File: src/rtl/ntt_stage_sequencer.sv
// Stage/butterfly address sequencer for an in-place DIF NTT.
// Issues read pairs and twiddle addresses and aligns write-back strobes.
module ntt_stage_sequencer #(
    parameter int LOGN        = 8,
    parameter int RD_LAT      = 1,
    parameter int BF_LAT_EVEN = 7,
    parameter int BF_LAT_ODD  = 8
) (
    input  logic            clk,
    input  logic            reset,
    input  logic            start,
    output logic            busy,
    output logic            done,
    output logic [LOGN-1:0] stage,
    output logic            rd_en,
    output logic [LOGN-1:0] rd_addr0,
    output logic [LOGN-1:0] rd_addr1,
    output logic [LOGN-2:0] tw_addr,
    output logic            wr_even_en,
    output logic [LOGN-1:0] wr_even_addr,
    output logic            wr_odd_en,
    output logic [LOGN-1:0] wr_odd_addr
);

    localparam int DE = RD_LAT + BF_LAT_EVEN;
    localparam int DO = RD_LAT + BF_LAT_ODD;
    localparam logic [DE-1:0] EV_MASK = {DE{1'b1}} >> 1;
    localparam logic [DO-1:0] OD_MASK = {DO{1'b1}} >> 1;

    typedef enum logic [1:0] {
        S_IDLE,
        S_RUN,
        S_DRAIN,
        S_DONE
    } state_t;

    state_t          r_state;
    state_t          w_next;
    logic [LOGN-1:0] r_stage;
    logic [LOGN-2:0] r_j;

    logic [LOGN-1:0] r_ev_a [DE];
    logic [DE-1:0]   r_ev_v;
    logic [LOGN-1:0] r_od_a [DO];
    logic [DO-1:0]   r_od_v;

    logic            w_rd;
    logic            w_last_j;
    logic            w_last_stage;
    logic            w_drained;
    logic [LOGN-1:0] w_half;
    logic [LOGN-2:0] w_mask;
    logic [LOGN-2:0] w_off;
    logic [LOGN-1:0] w_a0;
    logic [LOGN-1:0] w_a1;

    assign w_rd         = (r_state == S_RUN);
    assign w_last_j     = &r_j;
    assign w_last_stage = (r_stage == LOGN'(LOGN - 1));
    // True in the cycle carrying the final write: nothing behind the outputs
    assign w_drained    = ~|(r_ev_v & EV_MASK) & ~|(r_od_v & OD_MASK);

    // half = N >> (s+1); off = j mod half; group base = (j - off) * 2
    assign w_half = {1'b1, {(LOGN-1){1'b0}}} >> r_stage;
    assign w_mask = w_half[LOGN-2:0] - (LOGN-1)'(1);
    assign w_off  = r_j & w_mask;
    assign w_a0   = {r_j & ~w_mask, 1'b0} | {1'b0, w_off};
    assign w_a1   = w_a0 + w_half;

    always_comb begin
        w_next = r_state;
        case (r_state)
            S_IDLE:  if (start) w_next = S_RUN;
            S_RUN:   if (w_last_j) w_next = S_DRAIN;
            S_DRAIN: if (w_drained) w_next = w_last_stage ? S_DONE : S_RUN;
            S_DONE:  w_next = S_IDLE;
            default: w_next = S_IDLE;
        endcase
    end

    always_ff @(posedge clk or posedge reset) begin
        if (reset) begin
            r_state <= S_IDLE;
            r_stage <= '0;
            r_j     <= '0;
        end else begin
            r_state <= w_next;
            case (r_state)
                S_IDLE: if (start) begin
                    r_stage <= '0;
                    r_j     <= '0;
                end
                S_RUN:   r_j <= r_j + (LOGN-1)'(1);
                S_DRAIN: if (w_drained && !w_last_stage) begin
                    r_stage <= r_stage + LOGN'(1);
                end
                S_DONE:  r_stage <= '0;
                default: r_stage <= '0;
            endcase
        end
    end

    always_ff @(posedge clk or posedge reset) begin
        if (reset) begin
            r_ev_v <= '0;
            r_od_v <= '0;
            for (int i = 0; i < DE; i++) r_ev_a[i] <= '0;
            for (int i = 0; i < DO; i++) r_od_a[i] <= '0;
        end else begin
            r_ev_v[0] <= w_rd;
            r_ev_a[0] <= w_a0;
            for (int i = 1; i < DE; i++) begin
                r_ev_v[i] <= r_ev_v[i-1];
                r_ev_a[i] <= r_ev_a[i-1];
            end
            r_od_v[0] <= w_rd;
            r_od_a[0] <= w_a1;
            for (int i = 1; i < DO; i++) begin
                r_od_v[i] <= r_od_v[i-1];
                r_od_a[i] <= r_od_a[i-1];
            end
        end
    end

    assign busy         = (r_state != S_IDLE);
    assign done         = (r_state == S_DONE);
    assign stage        = r_stage;
    assign rd_en        = w_rd;
    assign rd_addr0     = w_rd ? w_a0 : '0;
    assign rd_addr1     = w_rd ? w_a1 : '0;
    assign tw_addr      = w_rd ? (w_off << r_stage) : '0;
    assign wr_even_en   = r_ev_v[DE-1];
    assign wr_even_addr = r_ev_v[DE-1] ? r_ev_a[DE-1] : '0;
    assign wr_odd_en    = r_od_v[DO-1];
    assign wr_odd_addr  = r_od_v[DO-1] ? r_od_a[DO-1] : '0;

endmodule

File: config.mk
export PLATFORM = sky130hd
export DESIGN_NAME = ntt_stage_sequencer
export DESIGN_NICKNAME = d
export VERILOG_FILES = /design/src/rtl/ntt_stage_sequencer.sv
export SDC_FILE = /design/constraint.sdc
export NUM_CORES = 1
export LEC_CHECK = 0
export CAP_MARGIN = 20
export CORE_ASPECT_RATIO = 1.75
export CORE_MARGIN = 2
export CORE_UTILIZATION = 40
export CTS_CLUSTER_SIZE = 24
export DETAILED_ROUTE_END_ITERATION = 8
export PLACE_DENSITY = 0.6
export SLEW_MARGIN = 5
export SYNTH_ARGS = -nofsm -noshare
export SYNTH_HDL_FRONTEND = slang
export SYNTH_SLANG_ARGS = --single-unit
File: constraint.sdc
create_clock -name clk -period 7.7 [get_ports clk]
set_input_delay 2.31 -clock clk [delete_from_list [all_inputs] [get_ports clk]]
set_output_delay 2.31 -clock clk [all_outputs]
set_load 0.02 [all_outputs]
; ---- Word-level counts from Yosys, hierarchy flattened
; Cells that the tools add are included.
; Widths: inputs -> output; s select.
[word_totals]
reg_bits = 170
word_cells = 70
inputBits = 3
out_inout_bits = 52
[op_classes]
n_reduce_logical = 14
shift = 2
eq_ne = 8
n_bitwise = 5
n_addsub = 4
mux = 15
[op_table]
columns = op, count
row1 = $mux 8, 6
row2 = $pmux 8 s3, 1
row3 = $and 7x7->7, 2
row4 = $mux 7, 2
row5 = $pmux 7 s2, 1
row6 = $add 8x1->8 const B, 1
row7 = $add 8x8->8, 1
row8 = $eq 8x3->1 const B, 1
row9 = $mux 2, 4
row10 = $or 8x7->8, 1
row11 = $pmux 2 s4, 1
row12 = $reduce_or 8->1, 1
row13 = $shl 7x8->7, 1
row14 = $shr 8x8->8 const A, 1
row15 = $add 7x1->7 const B, 1
row16 = $not 7->7, 1
row17 = $reduce_and 7->1, 1
row18 = $reduce_or 7->1, 1
row19 = $sub 7x1->7 const B, 1
row20 = $ne 2x2->1 const B, 3
row21 = $reduce_and 3->1, 2
row22 = $eq 2x2->1 const B, 2
row23 = $reduce_bool 2->1, 2
row24 = $logic_not 1->1, 3
row25 = 7 further kinds, 7

; ---- Longest topological paths before layout
[depth]
word_depth = 7
ltp_mapped = 12
depth_no_buf = 11

; ---- Worst setup path before layout
; No wires, ideal clock.
[synth_timing]
path_kind = register to output
start = register r_stage[4] (netlist: stage[4])
end = output rd_addr1[7]
path_slack_ns = 2.747
arrival_ns = 2.643
n_path_buf = 0
stages_incl_launch_ff = 10
cell_sequence = dfrtp_1 > nor4_1 > nand2_1 > o21ai_0 > ha_1 > a21o_1 > and3_1 > a31o_2 > xnor2_1 > and2_1
[synth_between]
elab_chain_cells = 7
word_cells_on_any_way = 8
[synth_lines]
columns = element, line
row1 = start: declaration, 39  ; logic [LOGN-1:0] r_stage;
row2 = start signal: assignment, 95  ; r_stage <= r_stage + LOGN'(1);
row3 = $shr 8x8->8 *, 64  ; assign w_half = {1'b1, {(LOGN-1){1'b0}}} >> r_stage;
row4 = $sub 7x1->7 *, 65  ; assign w_mask = w_half[LOGN-2:0] - (LOGN-1)'(1);
row5 = $not 7->7, 67  ; assign w_a0 = {r_j & ~w_mask, 1'b0} | {1'b0, w_off};
row6 = $and 7x7->7, 67
row7 = $or 8x7->8 *, 67
row8 = named net w_a0[3], 54  ; logic [LOGN-1:0] w_a0;
row9 = $add 8x8->8 *, 68  ; assign w_a1 = w_a0 + w_half;
row10 = named net w_a1[7], 55  ; logic [LOGN-1:0] w_a1;
row11 = $mux 8 *, 130  ; assign rd_addr1 = w_rd ? w_a1 : '0;
row12 = end: declaration, 17  ; output logic [LOGN-1:0] rd_addr1,
; Mark *: on every way through the listed nets, which the timed path passes. The rest lies on a longest branch.

; ---- Worst setup path after layout
; Same ends and word-level chain as after synthesis.

==> flow_metrics.tcl <==
set metrics [dict create \
    skew_ns 0.0173 \
    diodes 0 \
    intPower_mw 1.69 \
    initialDrtViolationCount 229 \
    powerDensity_nw_per_um2 351 \
    final_cell_count_no_fill 639 \
    die_h_um 159 \
    final_layout_size_suffix_gt1_frac 0.0882 \
    drv_slew 0 \
    final_net_count 467 \
    final_common_cell "dfrtp_1" \
    cts_resized 0 \
    htree_levels 4 \
    cp_data_required_time_ns 5.39 \
    syn_nets 406 \
    dieArea_um2 14800 \
    whs_ns 0.342 \
    antenna_found_initial 0 \
    antenna_left 0 \
    p_total_mw 2.38 \
    io_pins 55 \
    netlist_instances 392 \
    slew_headroom 0.415 \
    async_flop_share 1.00 \
    synth-edff-count 0 \
    clk_pin_slew_ns 0.07 \
    grt_max_degree 104 \
    arrival_ns 4.12 \
    via_count 3149 \
    path_max_fanout 8 \
    die_x_um 92.8 \
    core_area_um2 13500 \
    worstSetupStartpoint "stage[4]" \
    drc 0 \
    hp-class "reg -> reg" \
    seq_power_share 0.484 \
    start_kind "register" \
    cts_hold_buf 0 \
    cts_buffers 17 \
    ys_ff_latch 162 \
    combPwrFrac 0.194 \
    cts_setup_buffers 0 \
    clk_latency_ns 0.41 \
    wl_per_cell_um 16.3 \
    gp_congestion 0.877 \
    hold_viol_final 0 \
    cts_root_buffer "clkbuf_16" \
    cts_buffer_depth 2 \
    routed_wl_mm 10.4 \
    swShare 0.289 \
    dp_hpwl_mm 6.94 \
    numClockSinks 162 \
    ys_types 48 \
    fin_crit_ns 6.43 \
    grtUsageTotal 0.154 \
    rsz0062_at_grt "false" \
    crit_path_end_kind "output port" \
    hp-start "r_ev_a[42]" \
    grt_pass1_vias 3291 \
    fin_area_um2 6770 \
    fmax_mhz 156 \
    drt-pass1-iter-count 5 \
    synth_ff_type "dfrtp_1" \
    avgSynthCellArea_um2 14.1 \
    fp-row-count 56 \
    gr-total-overflow 0 \
    syn-cell-area_um2 5510 \
    dp_cells 608 \
    cts_tree "done" \
    ys_warn_count 0 \
    start_util 0.410 \
    max_cap_violations 0 \
    setup_tns_ns 0 \
    fin_crit_sh 0.835 \
    area_growth_pct 22.7 \
    placedInstanceArea_um2 6220 \
    p_sw_uw 687 \
    portBuffers 54 \
    power_leakage_nw 3.23 \
    worst_pin_slew_ns 0.877 \
    vias_per_cell 4.93 \
    path_class "reg -> out" \
    status "completed" \
    seq_area_frac_synth 0.735 \
    r2r-start "stage[4]" \
    grt_pass1_wl_mm 17.4 \
    final_cell_mix "dfrtp_1, clkdlybuf4s50_1, and2_1, nand2_1, nor2_1" \
    p_clk_frac 0.323 \
    vdd_ir_drop_max_uv 157 \
    setup_viol 0 \
    fillerInstances 1202 \
]
## power by group through the flow
stage | combinational [mW] | clock, mW | sequential (mW)
4_1_cts | 0.464 | 0.789 | 1.15
2_1_floorplan | 0.307 | 0 | 1.12
3_3_place_gp | 0.458 | 0 | 1.16
6_report | 0.460 | 0.767 | 1.15
3_5_place_dp | 0.460 | 0 | 1.17
5_1_grt | 0.506 | 0.832 | 1.17
## worst max-delay path, stage by stage, from the launching register on
cell and delay, ns:
dfrtp_1 0.46, nor4_1 0.62, nand2_1 0.35, o21ai_0 0.40
ha_1 0.33, a21o_1 0.18, and3_1 0.18, a31o_2 0.24
xnor2_1 0.17, and2_1 0.15, clkdlybuf4s50_1 0.63
## state kept, by name, summed over array words and instances, names as in the netlist
name	count
r_od_v	9
r_od_a	72
r_ev_a	64
r_state	2
r_j	7
stage	8
## synth_stat cells, drive strengths merged (2+ instances only)
library cell / instances / share of area
o22ai: 2 / 0.0023
xor2: 6 / 0.0095
xnor2: 5 / 0.0079
a21o: 5 / 0.0068
nand2: 26 / 0.018
nor2b: 3 / 0.0034
inv: 13 / 0.0089
dfrtp: 162 / 0.74
nand4: 2 / 0.0023
ha: 11 / 0.025
and3: 5 / 0.0059
o21ai: 18 / 0.017
mux2i: 5 / 0.0091
nor4b: 2 / 0.0043
or4: 5 / 0.0075
a211oi: 3 / 0.0041
clkbuf: 10 / 0.0068
a22o: 7 / 0.011
nor3: 9 / 0.0082
buf: 4 / 0.0061
nand3: 8 / 0.0073
a21oi: 8 / 0.0073
nand2b: 3 / 0.0034
and2: 32 / 0.036
nor2: 21 / 0.014
nor4: 2 / 0.0023
## metrics by stage
step	util	setup slack, ns
floorplan	-	1.01
global placement	0.462	1.89
detailed placement	0.462	1.75
CTS	0.503	1.27
global route	0.503	1.07
finish	0.503	1.27
## routing by layer
| metal | track usage | vias to the layer above | wire, um |
|---|---|---|---|
| li1 | - | 1437 | - |
| met1 | 0.180 | 1605 | 4050 |
| met2 | 0.267 | 86 | 5740 |
| met3 | 0.0383 | 21 | 389 |
| met4 | 0.0655 | 0 | 256 |
| met5 | 0 | - | 0 |
## path summary, 6_finish.rpt
path	cells past startpoint	to	slack [ns]
max	10	rd_addr1[7]	1.27
min in group asynchronous	2	r_od_a[26]	2.46
min reg2reg	0	r_ev_a[34]	0.34
max in group asynchronous	3	r_ev_a[42]	3.93
max reg2reg	8	r_od_a[71]	4.67
min	0	r_ev_a[34]	0.34
## cells by family after synthesis
group           Yosys count  share of synthesized area
compound gates           53                     0.0679
xor+xnor                 11                     0.0175
buf+inv                  27                     0.0218
fa+ha+maj                11                     0.0250
mux                       7                     0.0152
flops                   162                      0.735
simple gates            120                      0.117
other cells               1                   0.000680
## cell type report
class | count | area, um2 | share of cell area
well taps | 174 | 218 | 0.0322
repair buffers | 56 | 556 | 0.0821
multi-input cells | 203 | 1340 | 0.198
clock inverters | 8 | 78.8 | 0.0116
flip-flops and latches | 162 | 4050 | 0.599
inverters | 13 | 53.8 | 0.00795
clock buffers | 23 | 468 | 0.0691
(Power assumes the default switching activity.)
